$ cat src/rtl/pc_state_unit.sv
// pc_state_unit: program counter, instruction register, control state
// register and NZCV status register for the control datapath.
// Each non-stalled cycle applies the PC function, the IR/status load
// enables and the next control state from the control word.
// Optional build macro: PC_ALIGN_CHECK_EN
//   defined   - misaligned register-target loads hold PC and set the
//               sticky fault flag
//   undefined - register-target loads are word-aligned by clearing the
//               low two bits, and fault is tied low
module pc_state_unit #(
  parameter int unsigned    PCW      = 64,
  parameter int unsigned    KW       = 26,
  parameter logic [PCW-1:0] RESET_PC = '0
) (
  input  logic            clock,
  input  logic            reset_n,
  input  logic            stall,
  input  logic [1:0]      PC_FS,
  input  logic [3:0]      NS,
  input  logic            IR_load,
  input  logic [31:0]     ir_in,
  input  logic            status_load,
  input  logic [3:0]      status_in,
  input  logic [PCW-1:0]  reg_in,
  input  logic [KW-1:0]   k,
  output logic [PCW-1:0]  PC,
  output logic [PCW-1:0]  PC_plus4,
  output logic [31:0]     IR,
  output logic [3:0]      state,
  output logic [3:0]      status,
  output logic            fault
);

  localparam logic [1:0] PC_HOLD = 2'b00;
  localparam logic [1:0] PC_INC  = 2'b01;
  localparam logic [1:0] PC_LOAD = 2'b10;
  localparam logic [1:0] PC_JUMP = 2'b11;

  localparam logic [PCW-1:0] WORD_BYTES = PCW'(4);
  localparam logic [PCW-1:0] LOW2_MASK  = PCW'(3);

  logic [PCW-1:0] pc_q, pc_d;
  logic [31:0]    ir_q, ir_d;
  logic [3:0]     state_q, state_d;
  logic [3:0]     status_q, status_d;

  logic [PCW-1:0] pc_inc;
  logic [PCW-1:0] jump_off;
  logic [PCW-1:0] jump_target;

  // Sequential successor and PC-relative target; k is a signed word
  // offset, so sign-extend to full width before scaling to bytes.
  assign pc_inc      = pc_q + WORD_BYTES;
  assign jump_off    = {{(PCW-KW){k[KW-1]}}, k} << 2;
  assign jump_target = pc_q + jump_off;

`ifdef PC_ALIGN_CHECK_EN
  logic fault_q, fault_d;
  logic load_misaligned;

  assign load_misaligned = (reg_in & LOW2_MASK) != '0;
`endif

  // Next-state selection for every register; stall freezes all of them.
  always_comb begin
    pc_d     = pc_q;
    ir_d     = ir_q;
    state_d  = state_q;
    status_d = status_q;
`ifdef PC_ALIGN_CHECK_EN
    fault_d  = fault_q;
`endif
    if (!stall) begin
      state_d = NS;
      if (IR_load)     ir_d     = ir_in;
      if (status_load) status_d = status_in;
      unique case (PC_FS)
        PC_HOLD: pc_d = pc_q;
        PC_INC:  pc_d = pc_inc;
        PC_LOAD: begin
`ifdef PC_ALIGN_CHECK_EN
          if (load_misaligned) begin
            fault_d = 1'b1;
          end else begin
            pc_d = reg_in;
          end
`else
          pc_d = reg_in & ~LOW2_MASK;
`endif
        end
        PC_JUMP: pc_d = jump_target;
        default: pc_d = pc_q;
      endcase
    end
  end

  // State registers with asynchronous active-low reset.
  always_ff @(posedge clock or negedge reset_n) begin
    if (!reset_n) begin
      pc_q     <= RESET_PC;
      ir_q     <= '0;
      state_q  <= '0;
      status_q <= '0;
`ifdef PC_ALIGN_CHECK_EN
      fault_q  <= 1'b0;
`endif
    end else begin
      pc_q     <= pc_d;
      ir_q     <= ir_d;
      state_q  <= state_d;
      status_q <= status_d;
`ifdef PC_ALIGN_CHECK_EN
      fault_q  <= fault_d;
`endif
    end
  end

  // Outputs; PC_plus4 is the combinational link value from the live PC.
  assign PC       = pc_q;
  assign PC_plus4 = pc_inc;
  assign IR       = ir_q;
  assign state    = state_q;
  assign status   = status_q;
`ifdef PC_ALIGN_CHECK_EN
  assign fault    = fault_q;
`else
  assign fault    = 1'b0;
`endif

endmodule

$ cat config.mk
export PLATFORM = sky130hd
export DESIGN_NAME = pc_state_unit
export DESIGN_NICKNAME = d
export VERILOG_FILES = /design/src/rtl/pc_state_unit.sv
export SDC_FILE = /design/constraint.sdc
export NUM_CORES = 1
export LEC_CHECK = 0
export CORE_MARGIN = 2
export CORE_UTILIZATION = 50
export DETAILED_ROUTE_END_ITERATION = 12
export GPL_ROUTABILITY_DRIVEN = 0
export HOLD_SLACK_MARGIN = 0.12
export PLACE_DENSITY_LB_ADDON = 0.12
export SKIP_CTS_REPAIR_TIMING = 1
export SLEW_MARGIN = 25
export SYNTH_ARGS = -nofsm -noshare
export SYNTH_HDL_FRONTEND = slang
export SYNTH_SLANG_ARGS = --single-unit
$ cat constraint.sdc
create_clock -name clock -period 4.5 [get_ports clock]
set_clock_uncertainty 0.05 [all_clocks]
set_input_delay 0.9 -clock clock [delete_from_list [all_inputs] [get_ports clock]]
set_output_delay 0.9 -clock clock [all_outputs]
set_load 0.02 [all_outputs]
Word level (Yosys, flattened, before mapping)
Index checks and enable logic that the tools add are counted.
{"block": "op_classes", "reduce_logical": 4, "n_mux": 1, "eq_ne": 3, "add_sub_neg": 2, "n_bitwise": 2}
{"op": "one-hot mux 64 bit (3 select lines)", "count": 1}
{"op": "adder 64 x 3 -> 64 bit, second input constant", "count": 1}
{"op": "adder 64 bit", "count": 1}
{"op": "AND reduction 2 bit", "count": 3}
{"op": "== test 2 bit, second input constant", "count": 2}
{"op": "== test 2 x 1 -> 1 bit, second input constant", "count": 1}
{"op": "logical NOT 2 bit", "count": 1}
{"op": "inverter 1 bit", "count": 2}
{"block": "word_totals", "elab_cells": 16, "in_bits": 137, "output_inout_bits": 169, "register_bits": 104}

Depth between registers and ports, before layout
Gate-level depths: netlist (run 1).
{"block": "depth", "depth_word": 3, "depth_mapped": 12, "depth_no_buf": 12}

Worst setup path before layout (run 1)
No wires, ideal clock.
{"block": "synth_path", "path_kind": "register to output", "startpoint": "reg pc_q[13] (netlist: PC[13])", "endpoint": "out PC_plus4[52]", "n_path_buf": 1, "t_arrival_ps": 2406, "path_stages_with_launch": 9, "setup_slack_ps": 1144, "required_ps": 3550, "path_cell_list": "dfrtp_1 -> clkbuf_1 -> nand3_1 -> nor3_2 -> nand3_1 -> nor2_2 -> nand3_1 -> nor2_1 -> xor2_1"}
{"block": "synth_via", "elab_chain_cells": 1}
{"item": "start, declared", "line_no": "42", "source": "logic [PCW-1:0] pc_q, pc_d;"}
{"item": "start signal, assigned", "line_no": "108", "source": "pc_q <= pc_d;"}
{"item": "adder 64 x 3 -> 64 bit", "line_no": "53", "source": "assign pc_inc = pc_q + WORD_BYTES;"}
{"item": "end, declared", "line_no": "27", "source": "output logic [PCW-1:0] PC_plus4,"}
No other way between the ends.

Final worst setup path (run 1)
{"block": "layout_path", "startpoint": "reg pc_q[2] (netlist: PC[2])", "endpoint": "out PC_plus4[52]"}
Same word-level chain as after synthesis.

==> flow_summary.toml, run 1 <==
[floorplanning]
fp.coreArea_mm2 = 0.0210
row_count = 53
initial_utilization = 0.509
die_h_um = 150
die_area_mm2 = 0.0225
io-pin-count = 306
dieWidth_um = 150

[drt]
antenna_left = 0
drt_pass1_iterations = 5
drt_wl_total_mm = 41.6
avgRoutedWirePerCell_um = 21.5
drc = 0
drtIter0Drc = 1219
vias = 12136
avgViaCountPerCell = 6.28

[synthesis]
seq_area_frac_synth = 0.239
syn_avg_cell_area_um2 = 7.72
yosysWarnings = 0
synth_cells = 1381
synth-main-ff-cell = "dfrtp_1"
synth_seq_cells = 102
async_flop_share = 1.00
synth_edf_count = 0
synth.distinct_cells = 84
syn_area_mm2 = 0.0107

[worst_setup_path]
worst_ep_required_time_ps = 3550
rr_startpoint = "PC[2]"
cp_max_fo = 6
cp-end-kind = "output port"
worstReg2RegEnd = "PC[52]"
start_kind = "flop"
arrival_ps = 3390
crit_family = "simple AND/OR/NAND/NOR gates"
max_stage_delay_ps = 620
criticalPathCategory = "flop to output port"
cp_slowest_cell = "clkdlybuf4s50_1"
rrSetupSlack_ps = 1080
crit_start = "PC[2]"
ff2ff_path_depth = 12
cp_cell_sequence = "ha_2 > nand4_1 > nor3_2 > buf_4 > nand3_1 > nor2_2 > nand3_1 > nor2_2 > xor2_1 > clkdlybuf4s50_1"
cp_num_buf_inv = 2

[timing]
rsz0062_at_grt = "false"
setup_violations = 0
fmax_ghz = 0.231
min_period_over_period = 0.964
worst_slew_pin_slew_ps = 898
maxSlewHeadroom = 0.399
hold_viol_final = 0
layout_min_cycle_time_ps = 4340
final.setup.tns_ps = 0
drv_slew = 0

[global_route]
antenna_found_initial = 1
grt_pass1_wl_mm = 63.5
globalRouteTotalUtil = 0.361
grt-ovfl-total = 0
grt_pass1_vias = 11592
grt_max_degree = 44

[final_layout]
syn_to_final_growth_pct = 34.8
multi_input_area_mm2 = 0.00761
fillers = 1804
drive_above_1_share = 0.0984
finalNonFillerCells = 1933
fin_area_mm2 = 0.0144
nNetsFinal = 1852
seqCellArea_mm2 = 0.00255

[cts]
clkTransAtPathRegs_ps = 100
cts_tree = "yes"
clk_latency_ps = 380
htree_levels = 3
cts_sinks = 102
cts_max_path_buffers = 2
cts_buffers = 9
root_buffer = "clkbuf_16"

[placed_design]
place_area_mm2 = 0.0140
dp_hpwl_mm = 31.5
dp_cells = 1916
portBuffers = 298

[power_and_ir_drop]
power_density_mw_per_mm2 = 481
vdd_drop_max_uv = 261
p_leak_nw = 5.94

[run_status]
status = "finished clean"

[min_path]
hold_class = "input port to async pin"

[flow_run]
maxCapViolCount = 0
how the worst max path moves through the flow:
stage,slack (ps),depth (start not counted),endpoint
floorplan,1140,8,PC_plus4[52]
finish,160,10,PC_plus4[52]
detailed placement,310,13,PC[55]
global route,7,8,PC_plus4[51]
CTS,9,10,PC_plus4[52]
global placement,270,12,PC[60]
stage by stage:
step | utilization | worst slack [ps] | total power [mW] | hold WS (ps)
after global routing | 0.686 | 6.69 | 7.34 | 457
after CTS | 0.685 | 8.91 | 6.84 | 442
after floorplan | - | 1140 | 4.27 | 554
after global placement | 0.670 | 273 | 5.87 | 438
final | 0.686 | 164 | 6.92 | 420
after detailed placement | 0.670 | 311 | 5.93 | 445
layout by cell type (no fill, tap or decap), types with 17 or more instances in the layout:
cell             Yosys  routed
o21ai_0             93      93
nor3_1              29      26
nand4_1             43      43
o21a_1              17      17
a21o_1              38      38
clkdlybuf4s50_1      0     293
inv_1               26      26
and3_1              22      21
a21oi_1            124     124
nand2_1            130     130
dfrtp_1            102     102
buf_4               11      63
nand3_1             51      51
mux2_2              47      47
xnor2_1             53      53
xor2_1              52      52
ha_1                62      61
o22ai_1             18      18
mux2i_1             20      20
nor2_1             133     131
a211oi_1            17      17
kinds of logic (layout without fill, tap and decap cells):
logic type                 count (synthesis)  in the layout  synth area share
and+or+nand+nor                          467            467             0.211
AOI/OAI and AO/OA                        441            441             0.265
buffers and inverters                    132            404            0.0521
xor gates and xnor gates                 106            106            0.0877
DFF                                      102            102             0.239
muxes                                     69             69            0.0705
adders and majority gates                 63             63            0.0746
other                                      1              6          0.000352
metal layers:
metal | up-vias | part of all wire | track usage
met5 | - | 0 | 0
met4 | 0 | 0.051 | 0.177
met3 | 147 | 0.10 | 0.0826
met2 | 708 | 0.45 | 0.585
met1 | 5662 | 0.39 | 0.453
li1 | 5619 | - | -
registers in the layout (all words and copies together), names as in the netlist:
name,cells
IR,32
status,4
state,4
PC,62
layout make-up:
cell class	count	share of cell area
sequential	102	0.177
tap	275	0.0239
antenna	1	0.000174
clock buffer	9	0.0157
inverter	27	0.00705
multi-input combinational	1151	0.529
timing repair buffer	361	0.240
clock inverter	7	0.00652
power by group:
group          internal, mW  total [mW]  switching, mW
combinational          1.99        4.50           2.51
sequential             1.13        1.53          0.400
clock                 0.408       0.889          0.481
cells in the mapped netlist (18+ instances only):
cell / instances / area, µm²
a21o_1: 38 / 285
xnor2_1: 53 / 464
dfrtp_1: 102 / 2550
o21ai_0: 93 / 465
ha_1: 62 / 776
mux2_2: 47 / 529
nor3_1: 29 / 145
nand4_1: 43 / 269
nand2_1: 130 / 488
mux2i_1: 20 / 200
inv_1: 26 / 97.6
xor2_1: 52 / 455
nand3_1: 51 / 255
clkbuf_1: 63 / 236
o22ai_1: 18 / 113
and3_1: 22 / 138
nor2_1: 133 / 499
a21oi_1: 124 / 621
Note: power is estimated with default switching activity, not from simulation.
==> run 2, diff against run 1 <==
CORE_UTILIZATION = 45   (was 50)
REMOVE_ABC_BUFFERS = 1   (was not set)
clock period = 3.7 ns   (was 4.5 ns; I/O delays follow)
==> flow_summary.toml, run 2 (synthesis results as in run 1) <==
[run_status]
status = "finished clean"

[worst_setup_path]
cp-end-kind = "flop"
rrSetupSlack_ps = 520
arrival_ps = 3850
cp_max_fo = 12
worstReg2RegEnd = "PC[56]"
rr_startpoint = "PC[2]"
worst_ep_required_time_ps = 3930
criticalPathCategory = "input port to flop"
ff2ff_path_depth = 13
start_kind = "input port"

[drt]
avgRoutedWirePerCell_um = 20.0
drt_pass1_iterations = 6
drc = 0
vias = 12898
drt_wl_total_mm = 43.7
antenna_left = 0
avgViaCountPerCell = 5.92
drtIter0Drc = 1410

[placed_design]
portBuffers = 298
dp_cells = 2156
dp_hpwl_mm = 34.4

[final_layout]
syn_to_final_growth_pct = 51.0
finalNonFillerCells = 2178
drive_above_1_share = 0.203
utilization = 0.688
final_cell_mix = "264 x buf_4, 255 x clkdlybuf4s50_1, 131 x nor2_1"
largest_register_ffs = 62
nNetsFinal = 2053
layout_commonest_cell = "buf_4"

[cts]
htree_levels = 3
clk_latency_ps = 380
cts_tree = "yes"
cts_buffers = 9
cts_sinks = 102
clkTransAtPathRegs_ps = 80
cts_max_path_buffers = 2
root_buffer = "clkbuf_16"

[global_route]
globalRouteTotalUtil = 0.342
grt-ovfl-total = 0
grt_pass1_vias = 12363
grt_max_degree = 53
antenna_found_initial = 2
grt_pass1_wl_mm = 66.1

[power_and_ir_drop]
switching_power_mw = 4.31
vdd_drop_max_uv = 337
switching_share = 0.463
p_comb_frac = 0.716
p_leak_nw = 7.27
power_frac_seq = 0.174
intPower_mw = 4.99
clkPwrFrac = 0.110
power_density_mw_per_mm2 = 577

[floorplanning]
row_count = 56
initial_utilization = 0.456
die_area_mm2 = 0.0250
io-pin-count = 306
die_h_um = 158
fp.coreArea_mm2 = 0.0234
dieWidth_um = 158

[timing]
fmax_ghz = 0.276
drv_slew = 0
layout_min_cycle_time_ps = 3620
maxSlewHeadroom = 0.300
setup_violations = 0
worst_slew_pin_slew_ps = 1050
hold_viol_final = 0
min_period_over_period = 0.979

[flow_run]
maxCapViolCount = 0

[min_path]
hold_class = "input port to async pin"
run 2: cell types whose count changed in the layout (fill, tap and decap cells not counted), sizes merged:
cell           previous run  this run
buf                      67       269
clkdlybuf4s50           293       255
dlymetal6s2s              1        38
clkinv                    3         5
inv                      31        29
run 2: critical path, stage by stage:
cell             delay [ps]
clkdlybuf4s50_1         510
buf_12                  160
buf_4                   230
buf_4                   240
ha_1                    270
a21o_1                  160
a21o_1                  170
a21oi_1                 210
buf_4                   150
nor2_1                   40
a211oi_1                410
o31ai_2                 150
xnor2_1                 160
a211oi_1                240
run 2: power groups by stage:
stage | registers, mW | clock network (mW) | logic [mW]
finish | 1.61 | 1.03 | 6.65
global placement | 1.61 | 0 | 6.42
global route | 1.65 | 1.08 | 7.15
CTS | 1.61 | 1.03 | 6.57
floorplan | 2.12 | 0 | 2.96
detailed placement | 1.63 | 0 | 6.53
run 2: final cells by class:
| class | instances | area (µm²) |
|---|---|---|
| flip-flops and latches | 102 | 2550 |
| well taps | 319 | 399 |
| diodes | 1 | 2.50 |
| inverters | 27 | 101 |
| repair buffers | 562 | 5060 |
| fillers | 2022 | 7290 |
| clock inverters | 7 | 88.8 |
| multi-input cells | 1151 | 7680 |
| clock buffers | 9 | 225 |
run 2: worst max-delay path by stage:
stage | start | end | depth (start not counted)
2_1_floorplan | k[25] | PC[53] | 10
3_3_place_gp | k[0] | PC[60] | 13
3_5_place_dp | k[0] | PC[60] | 13
4_1_cts | PC[2] | PC_plus4[62] | 9
5_1_grt | k[25] | PC[62] | 14
6_report | k[25] | PC[62] | 14
run 2: metrics by stage:
step / cell area, µm² / TNS (ps) / power, mW / hold slack (ps) / worst slack, ps
CTS: 15900 / -5930 / 9.20 / 404 / -414
global placement: 15600 / -2460 / 8.04 / 438 / -264
global route: 16100 / -110 / 9.88 / 436 / -110
detailed placement: 15600 / -3290 / 8.16 / 445 / -285
floorplan: 10200 / 0 / 5.07 / 394 / 475
finish: 16100 / 0 / 9.30 / 383 / 77.6
run 2: routing by layer:
metal	wire length, µm	up-vias	GRT usage
li1	-	6012	-
met5	0	-	0
met2	20200	677	0.564
met4	1900	0	0.160
met1	17400	6099	0.430
met3	4130	110	0.0682
==> run 3, diff against run 2 <==
CORE_ASPECT_RATIO = 0.7   (was not set)
CORE_UTILIZATION = 50   (was 45)
clock period = 4.21 ns   (was 3.7 ns; I/O delays follow)
==> flow_summary.toml, run 3 (synthesis results as in run 1) <==
[final_layout]
antenna_cells = 0
layout_commonest_cell = "clkdlybuf4s50_1"
syn_to_final_growth_pct = 37.4
utilization = 0.704
final_cell_mix = "283 x clkdlybuf4s50_1, 130 x nand2_1, 129 x nor2_1"
largest_register_ffs = 62
nNetsFinal = 1882
drive_above_1_share = 0.119

[run_status]
status = "finished clean"

[worst_setup_path]
cp_num_buf_inv = 2
arrival_ps = 3210
start_kind = "flop"
cp-end-kind = "output port"
cp_cell_sequence = "nand4_2 > nor4_4 > buf_4 > nand3_2 > nor4_4 > xor2_2 > clkdlybuf4s50_1"
worst_ep_required_time_ps = 3320
cp_max_fo = 6
crit_family = "simple AND/OR/NAND/NOR gates"
max_stage_delay_ps = 630
cpMostUsedCell = "nor4_4"
cp_slowest_cell = "clkdlybuf4s50_1"
criticalPathCategory = "flop to output port"

[floorplanning]
row_count = 44
dieWidth_um = 179
io-pin-count = 306
fp.coreArea_mm2 = 0.0208
die_h_um = 126
initial_utilization = 0.513
die_area_mm2 = 0.0225

[timing]
worst_slew_pin_slew_ps = 1040
setup_violations = 0
timing.final.ws_setup_ps = 104
hold_viol_final = 0
rsz0062_at_grt = "false"
fmax_ghz = 0.244
layout_min_cycle_time_ps = 4110
maxSlewHeadroom = 0.302
drv_slew = 0
min_period_over_period = 0.975

[cts]
cts_max_path_buffers = 2
clk_latency_ps = 380
cts_sinks = 102
root_buffer = "clkbuf_16"
clkTransAtPathRegs_ps = 100
cts_buffers = 9
htree_levels = 3
cts_tree = "yes"

[power_and_ir_drop]
vdd_drop_max_uv = 273
power_density_mw_per_mm2 = 515
p_leak_nw = 6.16

[global_route]
grt-ovfl-total = 0
antenna_found_initial = 0
grt_pass1_wl_mm = 65.2
grt_max_degree = 58
globalRouteTotalUtil = 0.371
grt_pass1_vias = 11459

[drt]
avgViaCountPerCell = 6.35
vias = 12469
drt_wl_total_mm = 42.8
avgRoutedWirePerCell_um = 21.8
drt_pass1_iterations = 5
drtIter0Drc = 1616
antenna_left = 0
drc = 0

[placed_design]
portBuffers = 298
pre_cts_slack_ps = 57.2
dp_hpwl_mm = 33.1

[flow_run]
maxCapViolCount = 0

[min_path]
hold_class = "input port to async pin"
[run 3: changes by cell type in the layout (fill, tap and decap cells not counted), sizes merged]
cell,previous run,this run
dlymetal6s2s,38,11
clkdlybuf4s50,255,283
buf,269,97
diode,1,0
[run 3: worst paths after layout]
kind | startpoint | end | slack, ps | cells past startpoint
max | PC[9] | PC_plus4[63] | 100 | 7
max reg2reg | PC[22] | PC[55] | 840 | 11
min | reset_n | IR[2] | 450 | 1
min in group clock | state[2] | state[2] | 460 | 1
max in group asynchronous | reset_n | PC[23] | 2860 | 2
min reg2reg | state[2] | state[2] | 460 | 1
[run 3: worst reg2reg max path, delay by kind of cell (launching register included)]
| kind | cells | cell delay (ps) |
|---|---|---|
| compound gates | 4 | 1150 |
| fa+ha+maj | 1 | 380 |
| buf+inv | 1 | 170 |
| flops | 1 | 380 |
| mux | 1 | 320 |
| simple gates | 4 | 850 |
[run 3: area by class of cell]
cell class | count | area (µm²)
clock buffers | 9 | 225
clock inverters | 7 | 88.8
fillers | 1701 | 6150
inverters | 27 | 101
multi-input cells | 1151 | 7620
flip-flops and latches | 102 | 2560
well taps | 276 | 345
repair buffers | 391 | 3720
[run 3: through the flow]
step	TNS (ps)	hold slack (ps)	total power [mW]	instances	instance area, µm²
finish	0	448	7.55	1963	14700
global route	0	479	7.98	1963	14700
CTS	-133	457	7.44	1961	14600
detailed placement	0	444	6.51	1945	14300
global placement	0	438	6.42	1945	14300
floorplan	0	496	4.46	1280	10200
[run 3: where the power goes]
part / total [mW] / internal, mW / switching, mW
Sequential: 1.60 / 1.21 / 0.387
Combinational: 5.04 / 2.21 / 2.83
Clock: 0.908 / 0.429 / 0.480
[run 3: metal layers]
metal,vias to the layer above,part of all wire,global-route usage
met5,-,0,0
li1,5679,-,-
met4,0,0.021,0.0890
met1,5881,0.42,0.536
met3,75,0.13,0.100
met2,834,0.42,0.548
==> edit 1, RTL diff (config.mk and constraints of run 1) <==
Set the parameter `PCW` to 32 (it was 64).
--- a/src/rtl/pc_state_unit.sv
+++ b/src/rtl/pc_state_unit.sv
@@ -10,3 +10,3 @@
 module pc_state_unit #(
-  parameter int unsigned    PCW      = 64,
+  parameter int unsigned    PCW      = 32,
   parameter int unsigned    KW       = 26,
Ports: changed (resized PC, PC_plus4 and reg_in); port bits go from 306 to 210. The function was not compared with the original's and may differ.
==> edit 1 against run 1 <==
Combinational power fell by 53%; count of clock-buffer cells in the layout did not move; total power fell by 45%; sequential cell count fell by 32; utilization rose by 5.5 points; wire length fell by 55%; synthesized area fell by 47%; design area fell by 44%; worst setup slack improved by 67 ps; clock power fell by 24%; register-to-register slack improved by 300 ps; global-route usage fell by 5.2 points.
==> edit 1: results <==
group,metric,value,unit
global_routing,grt_use_total,31.0,%
timing,slew_headroom,47.6,%
synthesis,synthMuxAreaShare,10.4,%
hold_path,min_path_cells,1,
power_and_ir_drop,cellLeakagePower,0.00331,uW
synthesis,yosys_warnings,0,
detailed_routing,drt_iter0_drc,471,
final_layout,nets,972,
cts,path_clk_slew,60,ps
hold_path,hold_path_class,"flop to flop",
detailed_routing,vias,5934,
placed_design,dp_hpwl,14400,um
critical_path,critPathMaxFanout,8,
placed_design,port_buffers,202,
outcome,outcome,"finished, final reports clean",
synthesis,synth_area_per_cell,8.78,um^2
synthesis,ys_seq_area_share,31.0,%
power_and_ir_drop,peakVddDrop,0.000275,V
critical_path,max_stage_delay,660,ps
final_layout,n_antenna_cell,0,
synthesis,synth-xor-area-share,6.97,%
global_routing,grt_pass1_wl,28900,um
synthesis,synth_edf_count,0,
cts,cts_buffer_depth,2,
synthesis,synth_compound_area_share,22.8,%
detailed_routing,routed_wl,18800,um
final_layout,largest_reg_flops,32,
placed_design,place_area,0.00782,mm^2
detailed_routing,dr.pass1.iters,6,
global_routing,grt_pass1_vias,6040,
critical_path,cpMaxStageDelayCell,"clkdlybuf4s50_1",
placed_design,dp_slack,508,ps
cts,cts_buffers,9,
cts,h-tree-depth,3,
final_layout,drive_gt1_share,11.8,%
synthesis,yosys-top-cells-area,"dfrtp_1 31%, mux2_2 8.8%, ha_1 6.6%",
critical_path,crit_arrival,3320,ps
critical_path,worstRegToRegCells,9,
synthesis,synthAdderAreaFrac,6.99,%
synthesis,netlist_top_cells_count,"70 x dfrtp_1, 51 x nand2_1, 49 x a21oi_1, 44 x mux2_2, 43 x nor2_1",
detailed_routing,vias_per_cell,6.05,
cts,clock_latency,330,ps
synthesis,ys_types,80,
==> edit 1: metal layers <==
metal | vias to the layer above | part of all wire (%) | GRT usage, %
met5 | - | 0.069 | 0
met4 | 2 | 3.4 | 15.0
met3 | 55 | 11 | 9.94
met2 | 336 | 47 | 52.1
met1 | 2783 | 38 | 35.5
li1 | 2758 | - | -
==> edit 1: kinds of logic (layout without fill, tap and decap cells) <==
group | Yosys count | after routing
AND/OR/NAND/NOR | 188 | 188
other | 1 | 5
AO/OA/AOI/OAI | 190 | 190
adder cells (fa/ha/maj) | 31 | 31
buffers and inverters | 66 | 259
XOR/XNOR | 45 | 45
flip-flops | 70 | 70
multiplexers | 53 | 53
==> edit 1: through the flow <==
stage | util [%] | total power (uW)
after global routing | 74.1 | 3990
after CTS | 74.0 | 3760
final | 74.1 | 3780
after global placement | 71.5 | 3010
after detailed placement | 71.5 | 3070
after floorplan | - | 2240
==> edit 1: cell type report <==
type / instances / area (um^2)
Timing Repair Buffer: 221 / 2160
Sequential cell: 70 / 1750
Clock buffer: 9 / 225
Clock inverter: 7 / 55.1
Fill cell: 846 / 2830
Inverter: 22 / 82.6
Tap cell: 140 / 175
Multi-Input combinational cell: 512 / 3650
==> edit 1: path summary, 6_finish.rpt <==
kind                       startpoint           end  slack (ps)
setup / recovery                PC[5]  PC_plus4[31]         230
hold / removal                 IR[29]        IR[29]         460
setup reg to reg                PC[2]        PC[28]        1380
hold reg to reg                IR[29]        IR[29]         460
max in group asynchronous     reset_n        PC[27]        3060
min in group asynchronous     reset_n        IR[14]         510
==> edit 1: report_power, final <==
part           internal (uW)  switching, uW
registers                761            216
clock network            379            297
logic                    999           1130
==> edit 2, RTL diff (flow settings as in run 1) <==
Without the edit above. Put one more register stage on the output `status`, with the module's reset. The value now appears one clock later. The other outputs are not delayed to match. Comments in the files are not updated.
--- a/src/rtl/pc_state_unit.sv
+++ b/src/rtl/pc_state_unit.sv
@@ -122,3 +122,9 @@
   assign state    = state_q;
-  assign status   = status_q;
+  always_ff @(posedge clock or negedge reset_n) begin
+    if (!reset_n) begin
+      status <= '0;
+    end else begin
+      status <= status_q;
+    end
+  end
 `ifdef PC_ALIGN_CHECK_EN
Function: changed (Yosys sat finds a counterexample within 4 cycles, from zero or initial values and one cycle with reset_n low).
==> edit 2 against run 1 <==
Sequential share of layout area increased by 0.60 points; worst setup slack worse by 34 ps; highest routed layer unchanged; sequential cell count rose by 4; largest power group unchanged; total power rose by 0.50%; design area increased by 0.50%; synthesized area is 0.94% higher; cell count rose by 0.10%; wire length is 0.35% lower; synthesized cell count rose by 0.29%.
==> edit 2: results <==
group,metric,value,unit
final_layout,nFillCells,1773,
timing,holdWs,341,ps
synthesis,yosys-top-cells-area,"dfrtp_1 25%, ha_1 7.2%, a21oi_1 5.8%",
global_routing,grt_start_max_net_pins,64,
synthesis,netlist_top_cells_count,"133 x nor2_1, 130 x nand2_1, 124 x a21oi_1, 106 x dfrtp_1, 93 x o21ai_0",
placed_design,dp_hpwl,31300,um
power_and_ir_drop,peakVddDrop,0.000220,V
final_layout,nets,1855,
critical_path,crit_arrival,3420,ps
power_and_ir_drop,cellLeakagePower,0.00596,uW
timing,finalCriticalPeriod,4370,ps
final_layout,drive_gt1_share,9.46,%
global_routing,grt_pass1_wl,63100,um
timing,slew_headroom,25.0,%
global_routing,grt_use_total,35.6,%
detailed_routing,drt_iter0_drc,1129,
detailed_routing,dr.pass1.iters,8,
critical_path,r2r_slack,1030,ps
final_layout,n_antenna_cell,0,
global_routing,antenna_found_initial,0,
placed_design,dp_slack,247,ps
critical_path,r2r_end,"PC[62]",
global_routing,grt_pass1_vias,11600,
critical_path,crit_end,"PC_plus4[61]",
outcome,outcome,"finished, final reports clean",
critical_path,critPathLaunch,"PC[31]",
hold_path,hold_path_class,"flop to flop",
synthesis,ys_seq_area_share,24.6,%
detailed_routing,vias_per_cell,6.32,
## edit 2: power breakdown
group / switching [uW] / total (uW) / internal (uW) / leakage, uW
registers: 438 / 1610 / 1170 / 0.00125
logic: 2480 / 4470 / 1990 / 0.00456
clock network: 472 / 876 / 404 / 0.000153
## edit 2: cells by family after synthesis
| logic type | Yosys count | share of synthesized area, % |
|---|---|---|
| adders and majority gates | 63 | 7.39 |
| AOI/OAI and AO/OA | 441 | 26.2 |
| DFF | 106 | 24.6 |
| xor gates and xnor gates | 106 | 8.69 |
| muxes | 69 | 6.98 |
| buffers and inverters | 132 | 5.16 |
| and+or+nand+nor | 467 | 20.9 |
| other | 1 | 0.0348 |
## edit 2: worst max-delay path, cell delays in order (launching register included)
cell and delay, ps:
dfrtp_1 600, nand4_1 280, nor4_2 490, nand4_1 170, buf_4 210, or2_1 250
nor2_1 230, xor2_1 170, clkdlybuf4s50_1 640
## edit 2: metrics by stage
step / util (%) / power, uW / std cells / instance area (um^2)
floorplan: - / 4310 / 1389 / 10800
global placement: 66.9 / 5920 / 1918 / 14100
detailed placement: 66.9 / 5990 / 1918 / 14100
CTS: 68.5 / 6890 / 1934 / 14400
global route: 68.5 / 7370 / 1935 / 14500
finish: 68.5 / 6960 / 1935 / 14500
## edit 2: metal layers
metal	GRT usage (%)	share of wire [%]	vias to the layer above
met2	56.2	45	763
met3	7.94	11	158
met5	0	0	-
li1	-	-	5621
met1	46.1	40	5688
met4	17.2	5.1	0
## edit 2: cell type report
cell class / instances / area, um^2 / share of cell area, %
inverters: 27 / 101 / 0.701
clock buffers: 9 / 225 / 1.56
multi-input cells: 1151 / 7590 / 52.5
well taps: 275 / 344 / 2.38
clock inverters: 7 / 93.8 / 0.649
repair buffers: 360 / 3440 / 23.8
flip-flops and latches: 106 / 2650 / 18.4
